**src/rtl/agc_run_ctrl.sv**
```systemverilog
// Run controller for one AGC core execution: holds the core in reset, releases it,
// counts run/stall cycles and ends the run on abort, halt, stall deadlock or timeout.
module agc_run_ctrl #(
  parameter int RESET_HOLD  = 4,
  parameter int TIMEOUT_W   = 32,
  parameter int CNT_W       = 32,
  parameter int STALL_LIMIT = 1024
) (
  input  logic                 clock,
  input  logic                 reset_n,
  input  logic                 start,
  input  logic                 abort,
  input  logic [TIMEOUT_W-1:0] timeout_cycles,
  input  logic                 halt,
  input  logic                 stall,
  output logic                 core_reset_n,
  output logic                 run,
  output logic                 busy,
  output logic                 done,
  output logic [2:0]           status,
  output logic [CNT_W-1:0]     cycle_count,
  output logic [CNT_W-1:0]     stall_count
);

  localparam int HOLD_W = (RESET_HOLD > 1) ? $clog2(RESET_HOLD + 1) : 1;
  localparam int SRUN_W = $clog2(STALL_LIMIT + 2);
  localparam int CMP_W  = (CNT_W > TIMEOUT_W) ? CNT_W : TIMEOUT_W;

  localparam logic [2:0] ST_NONE     = 3'd0;
  localparam logic [2:0] ST_HALT     = 3'd1;
  localparam logic [2:0] ST_TIMEOUT  = 3'd2;
  localparam logic [2:0] ST_DEADLOCK = 3'd3;
  localparam logic [2:0] ST_ABORT    = 3'd4;

  typedef enum logic [1:0] {S_IDLE, S_RESET, S_RUN, S_DONE} state_t;

  state_t               state_q, state_d;
  logic [HOLD_W-1:0]    hold_q, hold_d;
  logic [SRUN_W-1:0]    srun_q, srun_d;
  logic [TIMEOUT_W-1:0] tmo_q, tmo_d;
  logic [CNT_W-1:0]     cyc_q, cyc_d;
  logic [CNT_W-1:0]     stl_q, stl_d;
  logic [2:0]           status_q, status_d;
  logic                 crn_q, crn_d;
  logic                 run_q, busy_q, done_q;

  function automatic logic [CNT_W-1:0] sat_inc(input logic [CNT_W-1:0] v);
    return (&v) ? v : v + CNT_W'(1);
  endfunction

  function automatic logic [SRUN_W-1:0] srun_inc(input logic [SRUN_W-1:0] v);
    return (&v) ? v : v + SRUN_W'(1);
  endfunction

  always_comb begin
    state_d  = state_q;
    hold_d   = hold_q;
    srun_d   = srun_q;
    tmo_d    = tmo_q;
    cyc_d    = cyc_q;
    stl_d    = stl_q;
    status_d = status_q;
    case (state_q)
      S_IDLE, S_DONE: begin
        if (start) begin
          state_d  = S_RESET;
          tmo_d    = timeout_cycles;
          cyc_d    = '0;
          stl_d    = '0;
          status_d = ST_NONE;
          hold_d   = '0;
          srun_d   = '0;
        end
      end
      S_RESET: begin
        if (abort) begin
          state_d  = S_DONE;
          status_d = ST_ABORT;
        end else if (hold_q == HOLD_W'(RESET_HOLD - 1)) begin
          state_d = S_RUN;
        end else begin
          hold_d = hold_q + HOLD_W'(1);
        end
      end
      S_RUN: begin
        // The terminating cycle is itself counted, so exits test the updated counts.
        cyc_d = sat_inc(cyc_q);
        if (stall) begin
          stl_d  = sat_inc(stl_q);
          srun_d = srun_inc(srun_q);
        end else begin
          srun_d = '0;
        end
        if (abort) begin
          state_d  = S_DONE;
          status_d = ST_ABORT;
        end else if (halt) begin
          state_d  = S_DONE;
          status_d = ST_HALT;
        end else if (STALL_LIMIT != 0 && srun_d == SRUN_W'(STALL_LIMIT)) begin
          state_d  = S_DONE;
          status_d = ST_DEADLOCK;
        end else if (tmo_q != '0 && CMP_W'(cyc_d) == CMP_W'(tmo_q)) begin
          state_d  = S_DONE;
          status_d = ST_TIMEOUT;
        end
      end
      default: state_d = S_IDLE;
    endcase
    // Core reset stays released in DONE only if the run actually released it.
    crn_d = (state_d == S_RUN) || (state_d == S_DONE && (state_q == S_RUN || crn_q));
  end

  always_ff @(posedge clock) begin
    if (!reset_n) begin
      state_q  <= S_IDLE;
      hold_q   <= '0;
      srun_q   <= '0;
      tmo_q    <= '0;
      cyc_q    <= '0;
      stl_q    <= '0;
      status_q <= ST_NONE;
      crn_q    <= 1'b0;
      run_q    <= 1'b0;
      busy_q   <= 1'b0;
      done_q   <= 1'b0;
    end else begin
      state_q  <= state_d;
      hold_q   <= hold_d;
      srun_q   <= srun_d;
      tmo_q    <= tmo_d;
      cyc_q    <= cyc_d;
      stl_q    <= stl_d;
      status_q <= status_d;
      crn_q    <= crn_d;
      run_q    <= (state_d == S_RUN);
      busy_q   <= (state_d == S_RESET) || (state_d == S_RUN);
      done_q   <= (state_d == S_DONE);
    end
  end

  assign core_reset_n = crn_q;
  assign run          = run_q;
  assign busy         = busy_q;
  assign done         = done_q;
  assign status       = status_q;
  assign cycle_count  = cyc_q;
  assign stall_count  = stl_q;

endmodule

```
**config.mk**
```make
export PLATFORM = sky130hd
export DESIGN_NAME = agc_run_ctrl
export DESIGN_NICKNAME = d
export VERILOG_FILES = /design/src/rtl/agc_run_ctrl.sv
export SDC_FILE = /design/constraint.sdc
export NUM_CORES = 1
export LEC_CHECK = 0
export ABC_AREA = 1
export BUFFER_PORTS_ARGS = -buffer_cell sky130_fd_sc_hd__buf_2
export CAP_MARGIN = 0
export CORE_ASPECT_RATIO = 0.5
export CORE_MARGIN = 2
export CORE_UTILIZATION = 45
export DETAILED_ROUTE_END_ITERATION = 12
export GPL_ROUTABILITY_DRIVEN = 0
export PLACE_DENSITY = 0.76
export SLEW_MARGIN = 25
export SYNTH_ARGS = -nofsm -noshare
export SYNTH_HDL_FRONTEND = slang
export SYNTH_SLANG_ARGS = --single-unit
```
**constraint.sdc**
```tcl
create_clock -name clock -period 2.9 [get_ports clock]
set_input_delay 0 -clock clock [delete_from_list [all_inputs] [get_ports clock]]
set_output_delay 0 -clock clock [all_outputs]
set_load 0.005 [all_outputs]
```
==> results.yml, run 1 <==
run_status:
  status: "complete, no violations"
floorplanning:
  dieHeight_um: 91.1
  ios: 109
  rows: 31
  die_w_um: 178
  start_util: 0.466
  dieArea_sq_um: 16200
  coreArea_sq_um: 14600
critical_path:
  r2r_cells: 22
  reg2reg_slack_ns: 0.11
  crit_arrival_ns: 3.14
  cp_slowest_cell: "dfxtp_1"
  slowest_delay_ns: 0.37
  worstSetupPathType: "reg2reg"
  end_kind: "flop"
  path_max_fanout: 6
  required_ns: 3.25
  worst_path_most_repeated_cell: "nand2_1"
  worstPathCellList: "nand2_1 > nor2_4 > nand2_4 > nor2_8 > buf_6 > nand4_1 > nand3_1 > nand2_2 > nor2_1 > nand2_1 > nor2_1 > nand2_1 > nor2_2 > nand2_2 > nand3_1 > nand2_1 > nand2_1 > nand2_2 > inv_1 > ha_1 > nand2_1 > o21ai_1"
  r2r_end: "core_reset_n"
  r2r_start: "cycle_count[4]"
  critPathLaunchType: "flop"
yosys:
  yosys-top-cells-count: "327 x nand2_1, 119 x dfxtp_1, 118 x nor2_1"
  synth_top_cell_area_share: 0.349
  yosys_warnings: 0
  syn_nets: 1129
  async_flop_share: 0
  synth-edff-count: 0
  syn-cell-area_sq_um: 6820
  synth_most_common_cell: "nand2_1"
  netlist_instances: 1082
  ys_top_cells_by_area: "dfxtp_1 35%, nand2_1 18%, a21oi_1 8.2%, nor2_1 6.5%, inv_1 6.3%"
  ys_seq_area_frac: 0.349
  synth.distinct_cells: 40
  synth_area_per_cell_sq_um: 6.30
  synth_largest_area_cell: "dfxtp_1"
  synth_seq_cells: 119
  synth_flop_cell: "dfxtp_1"
place:
  dp.cells: 1399
  place_area_sq_um: 7810
  hpwl_um: 15900
  io_buffers: 108
pwr:
  p_int_mw: 3.43
  power_frac_seq: 0.372
  cellLeakagePower_nw: 3.90
  p_sw_mw: 1.42
  peakVddDrop_v: 0.000438
  power.density_nw_per_um2: 537
  pwr-share-clk: 0.463
  switching_share: 0.292
  power_frac_comb: 0.165
route:
  firstDrtPassIters: 8
  antenna_left: 0
  wirelength_um: 21700
  drtIter0Drc: 655
  vias_per_cell: 5.39
  drcViolationCount: 0
  num_vias: 7944
  routedWlPerCell_um: 14.7
clocking:
  root_buffer: "clkbuf_16"
  cts_buffer_depth: 2
  clkLatencyLatePin_ns: 0.42
  clock_sinks: 119
  path_clk_slew_ns: 0.06
  cts_buffers: 17
  cts_max_level: 4
  cts_tree: "yes"
sta:
  worst_slew_margin_rel: 0.610
  post-route-period-util: 0.963
  rsz0062_at_grt: "true"
  hold_viol_final: 0
  setup_viol: 0
  worst_pin_slew_ns: 0.585
  period_minus_slack_ns: 2.79
  slew_violations: 0
  maxClockFrequency_mhz: 358
  fin_skew_ns: 0.0130
min_path:
  holdPathEnd: "status[2]"
  whs_path_depth: 5
  min_from: "abort"
  worstHoldPathType: "in2reg"
global_routing:
  track_usage: 0.261
  antenna_found_initial: 0
  grt_pass1_vias: 7128
  grt_pass1_wl_um: 34000
  grt_max_degree: 65
  grt_overflow_total: 0
cells_and_area:
  syn2layout_area_growth_pct: 32.4
  regArea_sq_um: 2400
  multi_input_area_sq_um: 4040
  stdcell_count: 1473
  fin_area_sq_um: 9030
  nFillCells: 1342
  drive_gt1_frac: 0.211
  fin_nets: 1308
job:
  maxCapViolCount: 0
## sequential cells by signal, summed over array words and instances, names as in the netlist
register	cells
cycle_count	32
stall_count	32
tmo_q	32
srun_q	11
hold_q	3
status	3
state_q	2
busy	1
core_reset_n	1
done	1
run	1
## kinds of logic (layout without fill, tap and decap cells)
family / count (synthesis) / in the layout / share of synthesized area
XOR/XNOR: 18 / 18 / 0.0264
flip-flops: 119 / 119 / 0.349
AND/OR/NAND/NOR: 595 / 595 / 0.376
AO/OA/AOI/OAI: 195 / 195 / 0.149
other: 0 / 1 / 0
buffers and inverters: 146 / 338 / 0.0831
adder cells (fa/ha/maj): 9 / 9 / 0.0165
## area by class of cell
| cell class | count | share of cell area |
|---|---|---|
| Multi-Input combinational cell | 817 | 0.448 |
| Clock buffer | 19 | 0.0502 |
| Tap cell | 198 | 0.0274 |
| Timing Repair Buffer | 192 | 0.142 |
| Sequential cell | 119 | 0.266 |
| Clock inverter | 13 | 0.0190 |
| Inverter | 114 | 0.0474 |
| Antenna cell | 1 | 0.000277 |
## power by group through the flow
stage | clock network, mW | registers (mW) | logic [mW]
CTS | 2.26 | 1.81 | 0.773
global placement | 0 | 1.84 | 0.715
global route | 2.34 | 1.81 | 0.892
finish | 2.24 | 1.81 | 0.799
detailed placement | 0 | 1.84 | 0.735
floorplan | 0 | 1.82 | 0.535
## through the flow
| stage | worst slack (ns) | power, mW | setup TNS, ns | hold WS (ns) | util |
|---|---|---|---|---|---|
| after global routing | -0.0984 | 5.05 | -0.129 | 0.0693 | 0.617 |
| after floorplan | 0.246 | 2.36 | 0 | 0.193 | - |
| final | 0.108 | 4.85 | 0 | 0.0214 | 0.618 |
| after global placement | 0.104 | 2.55 | 0 | 0.277 | 0.534 |
| after detailed placement | 0.0138 | 2.57 | 0 | 0.291 | 0.534 |
| after CTS | 0.0126 | 4.84 | 0 | 0.0137 | 0.602 |
## critical path: cells and delay by family, from the launching register on
family                     cells  cell delay (ns)
AOI/OAI and AO/OA              1             0.13
buffers and inverters          2             0.21
and+or+nand+nor               18             1.87
DFF                            1             0.37
adders and majority gates      1             0.14
## what timing repair did
| action | 4_1_cts | 5_1_grt |
|---|---|---|
| gates resized for setup | 3 | 60 |
| setup endpoints to repair | 1 | 10 |
| hold buffers | 34 | 0 |
| buffers inserted | 1 | 6 |
| pin swaps | 1 | 20 |
| endpoints found under the hold margin | 38 | 0 |
## metal layers
layer  part of all wire  wire length, um  track usage  vias to the layer above
li1                   -                -            -                     3878
met1               0.42             9050        0.331                     3620
met2               0.46             9900        0.428                      389
met3              0.096             2080       0.0662                       57
met4              0.030              657       0.0970                        0
met5                  0                0            0                        -
## worst max-delay path by stage
stage | start | end | slack (ns) | cells past startpoint
final | cycle_count[4] | core_reset_n | 0.11 | 22
after global routing | cycle_count[6] | core_reset_n | -0.1 | 21
after CTS | cycle_count[1] | core_reset_n | 0.01 | 22
after detailed placement | cycle_count[1] | core_reset_n | 0.01 | 22
after global placement | cycle_count[0] | core_reset_n | 0.10 | 22
after floorplan | cycle_count[0] | core_reset_n | 0.25 | 22
## cells in the final DEF, fill, tap and decap left out, drive strengths merged, types with 2 or more instances in the layout
cell type and instances:
nor4 3, nor2 127, buf 158, xor2 10, o21ai 67, or2 6, inv 116, clkinv 4
nand2 334, dfxtp 119, xnor2 8, ha 9, bufinv 3, dlygate4sd3 34, nor3 12, o21bai 3
o21a 2, o22ai 2, nand4 22, a31oi 3, a2bb2oi 2, nand3 85, nand3b 4, clkbuf 19
clkinvlp 4, a21oi 112
No activity file was read; power rests on OpenSTA's default activity.
==> run 2: changes to the inputs <==
==> constraint.sdc (replaced) <==
create_clock -name clock -period 2.82 [get_ports clock]
set_input_delay 0 -clock clock [delete_from_list [all_inputs] [get_ports clock]]
set_output_delay 0 -clock clock [all_outputs]
set_load 0.005 [all_outputs]
==> run 2 against run 1 <==
Effect of this change: the run now ends with negative setup slack left; register-to-register slack got worse by 0.26 ns; largest cell class unchanged; utilization increased by 1.3 points; count of clock-buffer cells in the layout increased by 2; via count increased by 3.1%; critical path depth decreased by 2.
==> results.yml, run 2 (same netlist as run 1, synthesis figures left out) <==
run_status:
  status: "complete, but fails checks"
  violations: "negative setup slack"
sta:
  setup-tns-final_ns: -0.494
  worst_slew_margin_rel: 0.573
  maxClockFrequency_mhz: 336
  rsz0062_at_grt: "true"
  fin_skew_ns: 0.00962
  layout_setup_ws_ns: -0.153
  setup_viol: 4
  period_minus_slack_ns: 2.97
  whs_ns: 0.0350
  worst_pin_slew_ns: 0.641
  post-route-period-util: 1.05
  slew_violations: 0
  hold_viol_final: 0
critical_path:
  worstSetupPathType: "reg2reg"
  r2r_end: "busy"
  reg2reg_slack_ns: -0.15
  path_max_fanout: 6
  end_kind: "flop"
  critPathLaunchType: "flop"
  required_ns: 3.10
  r2r_start: "cycle_count[4]"
  crit_arrival_ns: 3.26
  r2r_cells: 20
cells_and_area:
  drive_gt1_frac: 0.229
  multi_input_area_sq_um: 4080
  fin_nets: 1325
  stdcell_count: 1489
  layout_common_cells: "314 x nand2_1, 112 x inv_1, 112 x a21oi_1"
  nFillCells: 1260
  regArea_sq_um: 2410
  n_antenna_cell: 0
  final_common_cell: "nand2_1"
  syn2layout_area_growth_pct: 35.3
  fin_area_sq_um: 9230
  fin_util: 0.631
min_path:
  min_from: "abort"
  worstHoldPathType: "in2reg"
  whs_path_depth: 6
  holdPathEnd: "status[1]"
pwr:
  peakVddDrop_v: 0.000410
  cellLeakagePower_nw: 4.04
  power_mw: 5.12
  power.density_nw_per_um2: 555
route:
  antenna_left: 0
  vias_per_cell: 5.50
  routedWlPerCell_um: 15.4
  drcViolationCount: 0
  wirelength_um: 23000
  firstDrtPassIters: 7
  num_vias: 8187
  drtIter0Drc: 778
floorplanning:
  die_w_um: 178
  start_util: 0.466
  ios: 109
  dieHeight_um: 91.1
  dieArea_sq_um: 16200
  coreArea_sq_um: 14600
  rows: 31
global_routing:
  grt_max_degree: 65
  antenna_found_initial: 0
  grt_pass1_vias: 7192
  grt_pass1_wl_um: 34700
  grt_overflow_total: 0
  track_usage: 0.269
place:
  place_area_sq_um: 7920
  hpwl_um: 16200
  io_buffers: 108
  pre_cts_slack_ns: -0.119
  dp.cells: 1413
clocking:
  cts_buffers: 17
  cts_tree: "yes"
  clock_sinks: 119
  cts_max_level: 4
  path_clk_slew_ns: 0.06
  root_buffer: "clkbuf_16"
  clkLatencyLatePin_ns: 0.42
  cts_buffer_depth: 2
job:
  maxCapViolCount: 0
run 2: cell types whose count changed in the layout (fill, tap and decap cells not counted), moves of 3 or more:
cell	delta
nand2_1	-5
buf_4	+16
nand2_2	+3
dfxtp_1	-3
nor2_1	+3
run 2: report_power, final:
group	switching (mW)	internal [mW]
combinational	0.570	0.314
clock	0.827	1.55
sequential	0.0669	1.79
run 2: cell type report:
class / instances / share of cell area
clock buffer: 21 / 0.0510
clock inverter: 11 / 0.0184
inverter: 114 / 0.0467
multi-input combinational: 817 / 0.442
sequential: 119 / 0.261
tap: 198 / 0.0269
timing repair buffer: 209 / 0.154
run 2: routing by layer:
metal  up-vias  track usage  part of all wire
met5         -            0                 0
met4         0        0.133             0.046
met3       117       0.0565             0.098
met2       467        0.433              0.45
met1      3689        0.341              0.41
li1       3914            -                 -
run 2: worst max path at each step:
| stage | from | to | slack (ns) | depth (start not counted) |
|---|---|---|---|---|
| 2_1_floorplan | cycle_count[0] | core_reset_n | 0.17 | 22 |
| 5_1_grt | cycle_count[5] | core_reset_n | -0.24 | 20 |
| 4_1_cts | cycle_count[9] | core_reset_n | 0.001 | 22 |
| 6_report | cycle_count[4] | busy | -0.15 | 20 |
| 3_3_place_gp | cycle_count[1] | core_reset_n | 0.09 | 21 |
| 3_5_place_dp | cycle_count[1] | core_reset_n | -0.12 | 23 |
run 2: what timing repair did:
| action | in CTS | in global routing |
|---|---|---|
| pin swaps | 5 | 19 |
| setup buffers | 0 | 9 |
| setup endpoints to repair | 4 | 11 |
| endpoints found under the hold margin | 38 | 0 |
| cloned | 0 | 1 |
| hold buffers | 34 | 0 |
| resized for setup | 20 | 60 |
run 2: worst max-delay path, stage by stage, from the launching register on:
cell      delay [ns]
dfxtp_2         0.39
nand2_2         0.14
nor2_4          0.19
nand2_4         0.11
nor2_8          0.18
buf_6           0.16
nand3b_1        0.13
nand3_1         0.15
nand2_1         0.09
nor2_1          0.15
nand2_1         0.10
nor2_1          0.12
nand2_1         0.08
nor2_2          0.15
nand2_2         0.11
nand3_2         0.08
nand2_2         0.05
nand2_2         0.07
nand2_4         0.08
ha_4            0.26
nor2_1          0.03
